### config.mk
export PLATFORM = sky130hd
export DESIGN_NAME = bitstream_flash_loader
export DESIGN_NICKNAME = d
export VERILOG_FILES = /design/src/rtl/bitstream_loader_pkg.sv /design/src/rtl/spi_flash_phy.sv /design/src/rtl/bitstream_flash_loader.sv
export SDC_FILE = /design/constraint.sdc
export NUM_CORES = 1
export LEC_CHECK = 0
export CAP_MARGIN = 5
export CORE_UTILIZATION = 63
export DETAILED_ROUTE_END_ITERATION = 12
export MAX_ROUTING_LAYER = met4
export PLACE_DENSITY = 0.93
export SETUP_SLACK_MARGIN = 0.1
export SLEW_MARGIN = 20
export SYNTH_ARGS = -nofsm -noshare
export SYNTH_HDL_FRONTEND = slang
export SYNTH_HIERARCHICAL = 1
export SYNTH_SLANG_ARGS = --single-unit
### constraint.sdc
create_clock -name clk_i -period 4.7 [get_ports clk_i]
set_clock_uncertainty 0.15 [all_clocks]
set_input_delay 0.47 -clock clk_i [delete_from_list [all_inputs] [get_ports clk_i]]
set_output_delay 0.47 -clock clk_i [all_outputs]
set_load 0.02 [all_outputs]
### src/rtl/bitstream_loader_pkg.sv
// rtl/bitstream_loader_pkg.sv - shared constants, FSM state type and CRC-32 step for the flash loader
package bitstream_loader_pkg;

    localparam logic [7:0]  SPI_CMD_READ = 8'h03;
    localparam logic [31:0] CRC32_POLY   = 32'h04C11DB7;
    localparam logic [31:0] CRC32_INIT   = 32'hFFFFFFFF;

    typedef enum logic [2:0] {
        ST_IDLE,
        ST_CMD,
        ST_ADDR,
        ST_DATA,
        ST_CRC,
        ST_FINISH
    } loader_state_e;

    // Non-reflected CRC-32 over one 32-bit word, MSB first.
    function automatic logic [31:0] crc32_step(input logic [31:0] crc, input logic [31:0] data);
        logic [31:0] c;
        c = crc;
        for (int i = 31; i >= 0; i--) begin
            if (c[31] ^ data[i]) begin
                c = (c << 1) ^ CRC32_POLY;
            end else begin
                c = c << 1;
            end
        end
        return c;
    endfunction

endpackage

### src/rtl/spi_flash_phy.sv
// rtl/spi_flash_phy.sv - SPI mode-0 shifter: SCK divider, MSB-first tx/rx shift registers, bit counter
module spi_flash_phy #(
    parameter int unsigned CLK_DIV = 2
) (
    input  logic        clk_i,
    input  logic        rst_i,
    input  logic        req_i,
    input  logic [5:0]  len_i,
    input  logic [31:0] tx_data_i,
    output logic        ack_o,
    output logic        rx_done_o,
    output logic [31:0] rx_word_o,
    output logic        spi_sck_o,
    output logic        spi_mosi_o,
    input  logic        spi_miso_i
);

    localparam int unsigned DW = (CLK_DIV > 1) ? $clog2(CLK_DIV) : 1;
    localparam logic [DW-1:0] DIV_MAX = DW'(CLK_DIV - 1);

    logic          active_q;
    logic          sck_q;
    logic [DW-1:0] div_q;
    logic [5:0]    bit_q;
    logic [31:0]   tx_q;
    logic [31:0]   rx_q;

    logic tick;
    logic rise;
    logic fall;
    logic last;
    logic load;

    assign tick = active_q && (div_q == DIV_MAX);
    assign rise = tick && !sck_q;
    assign fall = tick && sck_q;
    assign last = (bit_q == 6'd1);

    assign ack_o     = fall && last;
    assign rx_done_o = rise && last;
    assign rx_word_o = {rx_q[30:0], spi_miso_i};

    // A new request accepted on the final falling edge chains seamlessly, keeping every SCK level CLK_DIV long.
    assign load = req_i && (!active_q || ack_o);

    assign spi_sck_o  = sck_q;
    assign spi_mosi_o = active_q & tx_q[31];

    always_ff @(posedge clk_i or posedge rst_i) begin
        if (rst_i) begin
            active_q <= 1'b0;
            sck_q    <= 1'b0;
            div_q    <= '0;
            bit_q    <= '0;
            tx_q     <= '0;
            rx_q     <= '0;
        end else if (load) begin
            active_q <= 1'b1;
            sck_q    <= 1'b0;
            div_q    <= '0;
            bit_q    <= len_i;
            tx_q     <= tx_data_i;
        end else if (active_q) begin
            if (tick) begin
                div_q <= '0;
                sck_q <= ~sck_q;
            end else begin
                div_q <= div_q + 1'b1;
            end
            if (rise) begin
                rx_q <= rx_word_o;
            end
            if (fall) begin
                if (last) begin
                    active_q <= 1'b0;
                end else begin
                    bit_q <= bit_q - 6'd1;
                    tx_q  <= {tx_q[30:0], 1'b0};
                end
            end
        end
    end

endmodule

### src/rtl/bitstream_flash_loader.sv
// rtl/bitstream_flash_loader.sv - boot loader streaming a bitstream from SPI NOR flash; optional CRC via BITSTREAM_CRC_EN
module bitstream_flash_loader
    import bitstream_loader_pkg::*;
#(
    parameter logic [23:0] FLASH_ADDR = 24'h000000,
    parameter int unsigned NUM_WORDS  = 1024,
    parameter int unsigned CLK_DIV    = 2
) (
    input  logic        clk_i,
    input  logic        rst_i,
    input  logic        start_i,
    output logic        spi_sck_o,
    output logic        spi_cs_no,
    output logic        spi_mosi_o,
    input  logic        spi_miso_i,
    output logic [31:0] bitstream_data_o,
    output logic        bitstream_valid_o,
    output logic        busy_o,
    output logic        done_o,
    output logic        error_o
);

    localparam int unsigned WCW = $clog2(NUM_WORDS + 1);
    localparam int unsigned FW  = (CLK_DIV > 1) ? $clog2(CLK_DIV) : 1;
    localparam logic [WCW-1:0] LAST_COUNT = WCW'(NUM_WORDS);
    localparam logic [FW-1:0]  FIN_MAX    = FW'(CLK_DIV - 1);

    loader_state_e  state_q, state_d;
    logic           cs_n_q, cs_n_d;
    logic           busy_q, busy_d;
    logic           done_q, done_d;
    logic           valid_q, valid_d;
    logic [31:0]    data_q, data_d;
    logic [WCW-1:0] word_q, word_d;
    logic [FW-1:0]  fin_q, fin_d;
`ifdef BITSTREAM_CRC_EN
    logic           error_q, error_d;
    logic [31:0]    crc_q, crc_d;
`endif

    logic        phy_req;
    logic [5:0]  phy_len;
    logic [31:0] phy_tx;
    logic        phy_ack;
    logic        phy_rx_done;
    logic [31:0] phy_rx_word;

    spi_flash_phy #(
        .CLK_DIV (CLK_DIV)
    ) u_phy (
        .clk_i      (clk_i),
        .rst_i      (rst_i),
        .req_i      (phy_req),
        .len_i      (phy_len),
        .tx_data_i  (phy_tx),
        .ack_o      (phy_ack),
        .rx_done_o  (phy_rx_done),
        .rx_word_o  (phy_rx_word),
        .spi_sck_o  (spi_sck_o),
        .spi_mosi_o (spi_mosi_o),
        .spi_miso_i (spi_miso_i)
    );

    always_comb begin
        state_d = state_q;
        cs_n_d  = cs_n_q;
        busy_d  = busy_q;
        done_d  = done_q;
        valid_d = 1'b0;
        data_d  = data_q;
        word_d  = word_q;
        fin_d   = fin_q;
`ifdef BITSTREAM_CRC_EN
        error_d = error_q;
        crc_d   = crc_q;
`endif
        phy_req = 1'b0;
        phy_len = 6'd32;
        phy_tx  = 32'h0;

        unique case (state_q)
            ST_IDLE: begin
                if (start_i) begin
                    done_d  = 1'b0;
                    busy_d  = 1'b1;
                    cs_n_d  = 1'b0;
                    word_d  = '0;
`ifdef BITSTREAM_CRC_EN
                    error_d = 1'b0;
                    crc_d   = CRC32_INIT;
`endif
                    phy_req = 1'b1;
                    phy_len = 6'd8;
                    phy_tx  = {SPI_CMD_READ, 24'h0};
                    state_d = ST_CMD;
                end
            end
            ST_CMD: begin
                if (phy_ack) begin
                    phy_req = 1'b1;
                    phy_len = 6'd24;
                    phy_tx  = {FLASH_ADDR, 8'h0};
                    state_d = ST_ADDR;
                end
            end
            ST_ADDR: begin
                if (phy_ack) begin
                    phy_req = 1'b1;
                    state_d = ST_DATA;
                end
            end
            ST_DATA: begin
                if (phy_rx_done) begin
                    data_d  = phy_rx_word;
                    valid_d = 1'b1;
                    word_d  = word_q + 1'b1;
`ifdef BITSTREAM_CRC_EN
                    crc_d   = crc32_step(crc_q, phy_rx_word);
`endif
                end
                // word_q already counts the word whose last bit is ending here.
                if (phy_ack) begin
                    if (word_q == LAST_COUNT) begin
`ifdef BITSTREAM_CRC_EN
                        phy_req = 1'b1;
                        state_d = ST_CRC;
`else
                        cs_n_d  = 1'b1;
                        fin_d   = '0;
                        state_d = ST_FINISH;
`endif
                    end else begin
                        phy_req = 1'b1;
                    end
                end
            end
`ifdef BITSTREAM_CRC_EN
            ST_CRC: begin
                if (phy_rx_done) begin
                    error_d = (phy_rx_word != ~crc_q);
                end
                if (phy_ack) begin
                    cs_n_d  = 1'b1;
                    fin_d   = '0;
                    state_d = ST_FINISH;
                end
            end
`endif
            ST_FINISH: begin
                if (fin_q == FIN_MAX) begin
                    busy_d  = 1'b0;
                    done_d  = 1'b1;
                    state_d = ST_IDLE;
                end else begin
                    fin_d = fin_q + 1'b1;
                end
            end
            default: begin
                cs_n_d  = 1'b1;
                busy_d  = 1'b0;
                state_d = ST_IDLE;
            end
        endcase
    end

    always_ff @(posedge clk_i or posedge rst_i) begin
        if (rst_i) begin
            state_q <= ST_IDLE;
            cs_n_q  <= 1'b1;
            busy_q  <= 1'b0;
            done_q  <= 1'b0;
            valid_q <= 1'b0;
            data_q  <= '0;
            word_q  <= '0;
            fin_q   <= '0;
`ifdef BITSTREAM_CRC_EN
            error_q <= 1'b0;
            crc_q   <= CRC32_INIT;
`endif
        end else begin
            state_q <= state_d;
            cs_n_q  <= cs_n_d;
            busy_q  <= busy_d;
            done_q  <= done_d;
            valid_q <= valid_d;
            data_q  <= data_d;
            word_q  <= word_d;
            fin_q   <= fin_d;
`ifdef BITSTREAM_CRC_EN
            error_q <= error_d;
            crc_q   <= crc_d;
`endif
        end
    end

    assign spi_cs_no         = cs_n_q;
    assign busy_o            = busy_q;
    assign done_o            = done_q;
    assign bitstream_valid_o = valid_q;
    assign bitstream_data_o  = data_q;
`ifdef BITSTREAM_CRC_EN
    assign error_o = error_q;
`else
    assign error_o = 1'b0;
`endif

endmodule
Yosys cells after proc, flatten, opt, wreduce, memory -nomap -nowiden
Cells that the tools add are included.
{"block": "totals", "regBits": 123, "input_bits": 4, "output_inout_bits": 39, "wordCells": 119}
{"block": "op_classes", "addsub": 4, "eq_ne": 14, "mux": 53, "bitwise_logic": 5, "reduce_logical": 29}
{"operator": "32-bit 2-to-1 mux", "count": 4}
{"operator": "26-bit 2-to-1 mux", "count": 2}
{"operator": "6-bit 2-to-1 mux", "count": 6}
{"operator": "1-bit 2-to-1 mux", "count": 25}
{"operator": "11-bit 2-to-1 mux", "count": 2}
{"operator": "11-bit case mux with 2 select lines", "count": 1}
{"operator": "3-bit 2-to-1 mux", "count": 6}
{"operator": "3-bit AND reduction", "count": 6}
{"operator": "3-bit case mux with 5 select lines", "count": 1}
{"operator": "6-bit case mux with 2 select lines", "count": 1}
{"operator": "2-bit nonzero test", "count": 6}
{"operator": "11-bit by 1-bit adder with 11-bit output (second input constant)", "count": 1}
{"operator": "11-bit equality test (second input constant)", "count": 1}
{"operator": "2-bit inequality test (second input constant)", "count": 5}
{"operator": "1-bit case mux with 3 select lines", "count": 3}
{"operator": "3-bit by 2-bit equality test with 1-bit output (second input constant)", "count": 2}
{"operator": "6-bit by 1-bit equality test with 1-bit output (second input constant)", "count": 1}
{"operator": "1-bit logical AND", "count": 6}
{"operator": "2-bit by 1-bit inequality test with 1-bit output (second input constant)", "count": 3}
{"operator": "6-bit AND reduction", "count": 1}
{"operator": "3-bit OR reduction", "count": 2}
{"operator": "6-bit by 1-bit subtractor with 6-bit output (second input constant)", "count": 1}
{"operator": "1-bit NOT", "count": 4}
{"operator": "1-bit case mux with 2 select lines", "count": 2}
{"operator": "other kinds (10)", "count": 13}

Longest topological paths before layout
{"block": "depth", "depth_word": 8, "ltp_mapped": 12, "depth_no_buf": 10}

Hierarchy
Netlist, hierarchy kept.
{"mod": "spi_flash_phy", "instances": 1, "cells_each": 271, "area_each_um2": 3479.6, "seq_area_each_um2": 1801.7}
{"mod": "bitstream_flash_loader", "instances": 1, "cells_each": 249, "area_each_um2": 2269.7, "seq_area_each_um2": 1277.5}

Least setup slack after synthesis
OpenSTA, ideal clock, no wires.
{"block": "synth_timing", "path_kind": "register to register", "startpoint": "reg u_phy.bit_q[1]", "endpoint": "reg u_phy.tx_q[10]", "setup_time_ns": 0.074, "arrival_time_ns": 2.830, "setup_slack_ns": 1.646, "stages_incl_launch_ff": 13, "path_buffers": 2, "period_less_slack_ns": 3.054, "cell_sequence": "dfrtp_1 inv_1 ha_1 nor2b_1 nand2_1 nor2_1 o21ai_0 a211oi_1 nand2_2 or2_1 buf_6 buf_8 a21oi_4"}
{"block": "synth_via", "elab_chain_len": 7}
{"element": "from (decl)", "line_no": "spi_flash_phy.sv:24", "rtl": "logic [5:0] bit_q;"}
{"element": "from (signal assigned)", "line_no": "spi_flash_phy.sv:61", "rtl": "bit_q <= len_i;"}
{"element": "from (signal assigned)", "line_no": "spi_flash_phy.sv:77", "rtl": "bit_q <= bit_q - 6'd1;"}
{"element": "6-bit by 1-bit equality test with 1-bit output *", "line_no": "spi_flash_phy.sv:37", "rtl": "assign last = (bit_q == 6'd1);"}
{"element": "1-bit logical AND *", "line_no": "spi_flash_phy.sv:39", "rtl": "assign ack_o = fall && last;"}
{"element": "via phy_ack", "line_no": "bitstream_flash_loader.sv:44", "rtl": "logic phy_ack;"}
{"element": "1-bit 2-to-1 mux, on equally long branches", "line_no": "bitstream_flash_loader.sv:122, bitstream_flash_loader.sv:99, bitstream_flash_loader.sv:107"}
{"element": "1-bit case mux with 3 select lines *", "line_no": "bitstream_flash_loader.sv:81", "rtl": "unique case (state_q)"}
{"element": "via phy_req", "line_no": "bitstream_flash_loader.sv:41", "rtl": "logic phy_req;"}
{"element": "1-bit logical AND *", "line_no": "spi_flash_phy.sv:44", "rtl": "assign load = req_i && (!active_q || ack_o);"}
{"element": "2-bit inequality test (no line) / 2-bit nonzero test (equally long branches)"}
{"element": "3-bit AND reduction (no line)"}
{"element": "to (signal assigned)", "line_no": "spi_flash_phy.sv:62", "rtl": "tx_q <= tx_data_i;"}
{"element": "to (signal assigned)", "line_no": "spi_flash_phy.sv:78", "rtl": "tx_q <= {tx_q[30:0], 1'b0};"}
{"element": "to (decl)", "line_no": "spi_flash_phy.sv:25", "rtl": "logic [31:0] tx_q;"}
The timed path passes the listed nets; every way through them passes the cells marked *.
A chain may end at the register's enable or synchronous reset.

Final worst setup path
{"block": "layout_timing", "startpoint": "reg u_phy.bit_q[1]", "endpoint": "reg u_phy.tx_q[23]"}
Same word-level chain as after synthesis.

==> results.ini <==
[die]
coreArea_mm2 = 0.008763
die-area_mm2 = 0.009512
die_height_um = 97.53
row_count = 34
pin_count = 43
start_util_pct = 65.61
fp.dieW_um = 97.53

[grt]
antenna_found_initial = 0
grt.total_usage_pct = 29.73
grt_pass1_wl_mm = 20.97
grt-ovfl-total = 0
grt_max_degree = 52
grt_pass1_vias = 4120

[clocking]
cts_repair_resize_count = 0
hold_buffers = 0
clockBufferDepth = 2
cts_sinks = 123
cts_made_buffers = 17
cts_tree = built
clk_latency_ps = 520
post_cts_buffers = 0
cts-htree-levels = 4
cts_root_buf = clkbuf_8
path_clk_slew_ps = 70

[worst_setup_path]
critical_path.cell_chain = inv_1, ha_1, nor2b_1, nand2_1, nor2_1, o21ai_0, a211oi_1, nand2_2, buf_4, or2_2, a21oi_2
cp.arrival_ps = 4340
required_ps = 4980
critPathKind = reg2reg
r2r_cells = 11
rr_endpoint = u_phy/tx_q[23]$_DFFE_PP0P_
r2r_slack_ps = 640
r2r_start = u_phy/bit_q[1]$_DFFE_PP0P_
worst_setup_path_start_kind = flop
end_kind = flop
startpoint = u_phy/bit_q[1]$_DFFE_PP0P_
critical_path.max_stage_delay_ps = 710
critPathMaxFanout = 37
slowest_stage = or2_2

[hold_path]
holdCritPathClass = in2async

[logic_synthesis]
ys_async_sr_fraction_pct = 100.0
synthCells = 520
avgSynthCellArea_um2 = 11.06
yosys_warnings = 6
synthFlopType = dfrtp_1
synthesis.area_mm2 = 0.005749
synth_seq_cells = 123
synth_cell_types = 58
synth_enable_flop_cells = 0
yosysSeqAreaShare_pct = 53.56

[placed_design]
dpl-instance-area_mm2 = 0.006266
gp_congestion = 0.8858
portBuffers = 41
dp_hpwl_mm = 6.946
place_ws_ps = 786.5

[route]
top_layer_used = met4
met3WireLength_um = 756
met1_length_mm = 4.959
routed_via_density = 5.953
drt_iter0_drc = 336
wl_met2_mm = 6.818
drt-total-wl_mm = 13.03
route.detailed.drc = 0
drt_pass1_iterations = 7
num_vias = 4209
antenna_left = 0
post_drt_wl_per_cell_um = 18.43

[timing]
setup_viol = 0
hold_viol_final = 0
min_period_ps = 4060
fmax_ghz = 0.2463
finalHoldWorstSlack_ps = 325.7
tns_ps = 0
setup_ws_ps = 640.0
slew_violations = 0
rsz0062_at_grt = false
relSlewSlack_pct = 28.17
tightest_slew_ps = 1077
fin_crit_sh_pct = 86.38

[layout]
syn_to_final_growth_pct = 19.13
fillerInstances = 474
diodes = 0
final_area_mm2 = 0.006849
drive_gt1_share_pct = 17.86
final_net_count = 594
utilization_pct = 78.16

[outcome]
outcome = finished, final reports clean

[run]
drv_cap = 0

[power]
pwr_density_cell_mw_per_mm2 = 635.3
leakage_nw = 3.107
irDropWorstVdd_uv = 462.5

[cell families (layout without fill, tap and decap cells)]
group                      Yosys count  after routing  synth area share [%]
AOI/OAI and AO/OA                   70             70                 11.53
xor gates and xnor gates            10             10                 1.523
adders and majority gates            4              4                0.8705
buffers and inverters               46             92                 4.352
DFF                                123            123                 53.56
muxes                               65             65                 12.06
other                                1             34               0.06523
and+or+nand+nor                    201            201                 16.04
[stage by stage]
stage / instances / power, mW
after floorplan: 553 / 2.728
after global placement: 675 / 2.930
after detailed placement: 675 / 3.014
after CTS: 707 / 4.349
after global routing: 707 / 4.546
final: 707 / 4.351
[worst max path at each step]
stage	to	slack [ps]	cells past startpoint
after floorplan	u_phy/tx_q[10]$_DFFE_PP0P_	1650	12
after global placement	u_phy/tx_q[4]$_DFFE_PP0P_	1010	11
after detailed placement	u_phy/tx_q[5]$_DFFE_PP0P_	790	11
after CTS	u_phy/tx_q[3]$_DFFE_PP0P_	660	11
after global routing	u_phy/tx_q[23]$_DFFE_PP0P_	370	11
final	u_phy/tx_q[23]$_DFFE_PP0P_	640	11
[flip-flops by register name, summed over array words and instances (netlist names)]
signal,count
state_q,3
done_o,1
u_phy/active_q,1
fin_q,1
bitstream_data_o,32
busy_o,1
u_phy/div_q,1
u_phy/tx_q,32
u_phy/spi_sck_o,1
u_phy/bit_q,6
spi_cs_no,1
bitstream_valid_o,1
word_q,11
u_phy/rx_q,31
[cells in the mapped netlist (all sizes together) (2+ instances only)]
cell type | n | area share [%]
dfrtp | 122 | 53
nand2 | 111 | 7.3
nor3 | 38 | 3.5
a21oi | 36 | 6.6
mux2 | 34 | 6.7
mux2i | 31 | 5.4
buf | 20 | 2.7
nor2 | 19 | 1.4
clkbuf | 14 | 0.91
inv | 12 | 0.78
nand3 | 8 | 0.78
o21ai | 8 | 0.70
xnor2 | 6 | 0.91
a2111oi | 4 | 1.0
and3 | 4 | 0.44
ha | 4 | 0.87
xor2 | 4 | 0.61
a221o | 3 | 0.52
nand2b | 3 | 0.33
nand4b | 3 | 0.46
a211oi | 2 | 0.26
a21bo | 2 | 0.35
a21o | 2 | 0.26
a22o | 2 | 0.30
nand3b | 2 | 0.26
nand4 | 2 | 0.22
nor2b | 2 | 0.22
o211ai | 2 | 0.26
o2bb2ai | 2 | 0.30
or2 | 2 | 0.22
[final cells by class]
class | count | area [um^2] | area share (%)
timing repair buffer | 48 | 462.9 | 6.759
inverter | 12 | 47.55 | 0.6942
clock buffer | 18 | 417.9 | 6.102
tap | 108 | 135.1 | 1.973
clock inverter | 14 | 162.7 | 2.375
sequential | 123 | 3079 | 44.96
multi-input combinational | 384 | 2544 | 37.14
[per-layer routing]
layer	vias to the layer above	track usage, %
met5	-	-
met4	0	14.14
met3	54	8.273
met2	203	48.84
met1	2063	33.73
li1	1889	-
[critical path: cells and delay by family (launching register included)]
kind                     cells  cell delay (ps)
AND/OR/NAND/NOR              5             1680
AO/OA/AOI/OAI                3             1100
adder cells (fa/ha/maj)      1              200
buffers and inverters        2              410
flip-flops                   1              410
[power breakdown]
group	total [mW]	switching [mW]	internal, mW
combinational	1.41	0.730	0.675
clock	1.29	0.520	0.767
sequential	1.66	0.284	1.37
total	4.35	1.53	2.82
[cells in the final DEF, fill, tap and decap left out, types with 4 or more instances in the layout]
| master | netlist | routed |
|---|---|---|
| nor2_1 | 15 | 15 |
| buf_4 | 7 | 7 |
| clkdlybuf4s50_1 | 0 | 41 |
| dfrtp_1 | 122 | 122 |
| nand3_1 | 7 | 7 |
| a2111oi_2 | 4 | 4 |
| mux2_1 | 15 | 15 |
| nor3_1 | 37 | 37 |
| and3_1 | 4 | 4 |
| a21oi_1 | 5 | 5 |
| o21ai_0 | 8 | 8 |
| mux2i_1 | 31 | 31 |
| nor2_2 | 4 | 4 |
| ha_1 | 4 | 4 |
| mux2_2 | 19 | 19 |
| xnor2_1 | 6 | 6 |
| a21oi_2 | 20 | 20 |
| nand2_1 | 110 | 110 |
| clkbuf_16 | 0 | 16 |
| xor2_1 | 4 | 4 |
| inv_1 | 11 | 9 |
| conb_1 | 1 | 34 |
| a21oi_4 | 11 | 11 |
No activity file was read; power rests on OpenSTA's default activity.
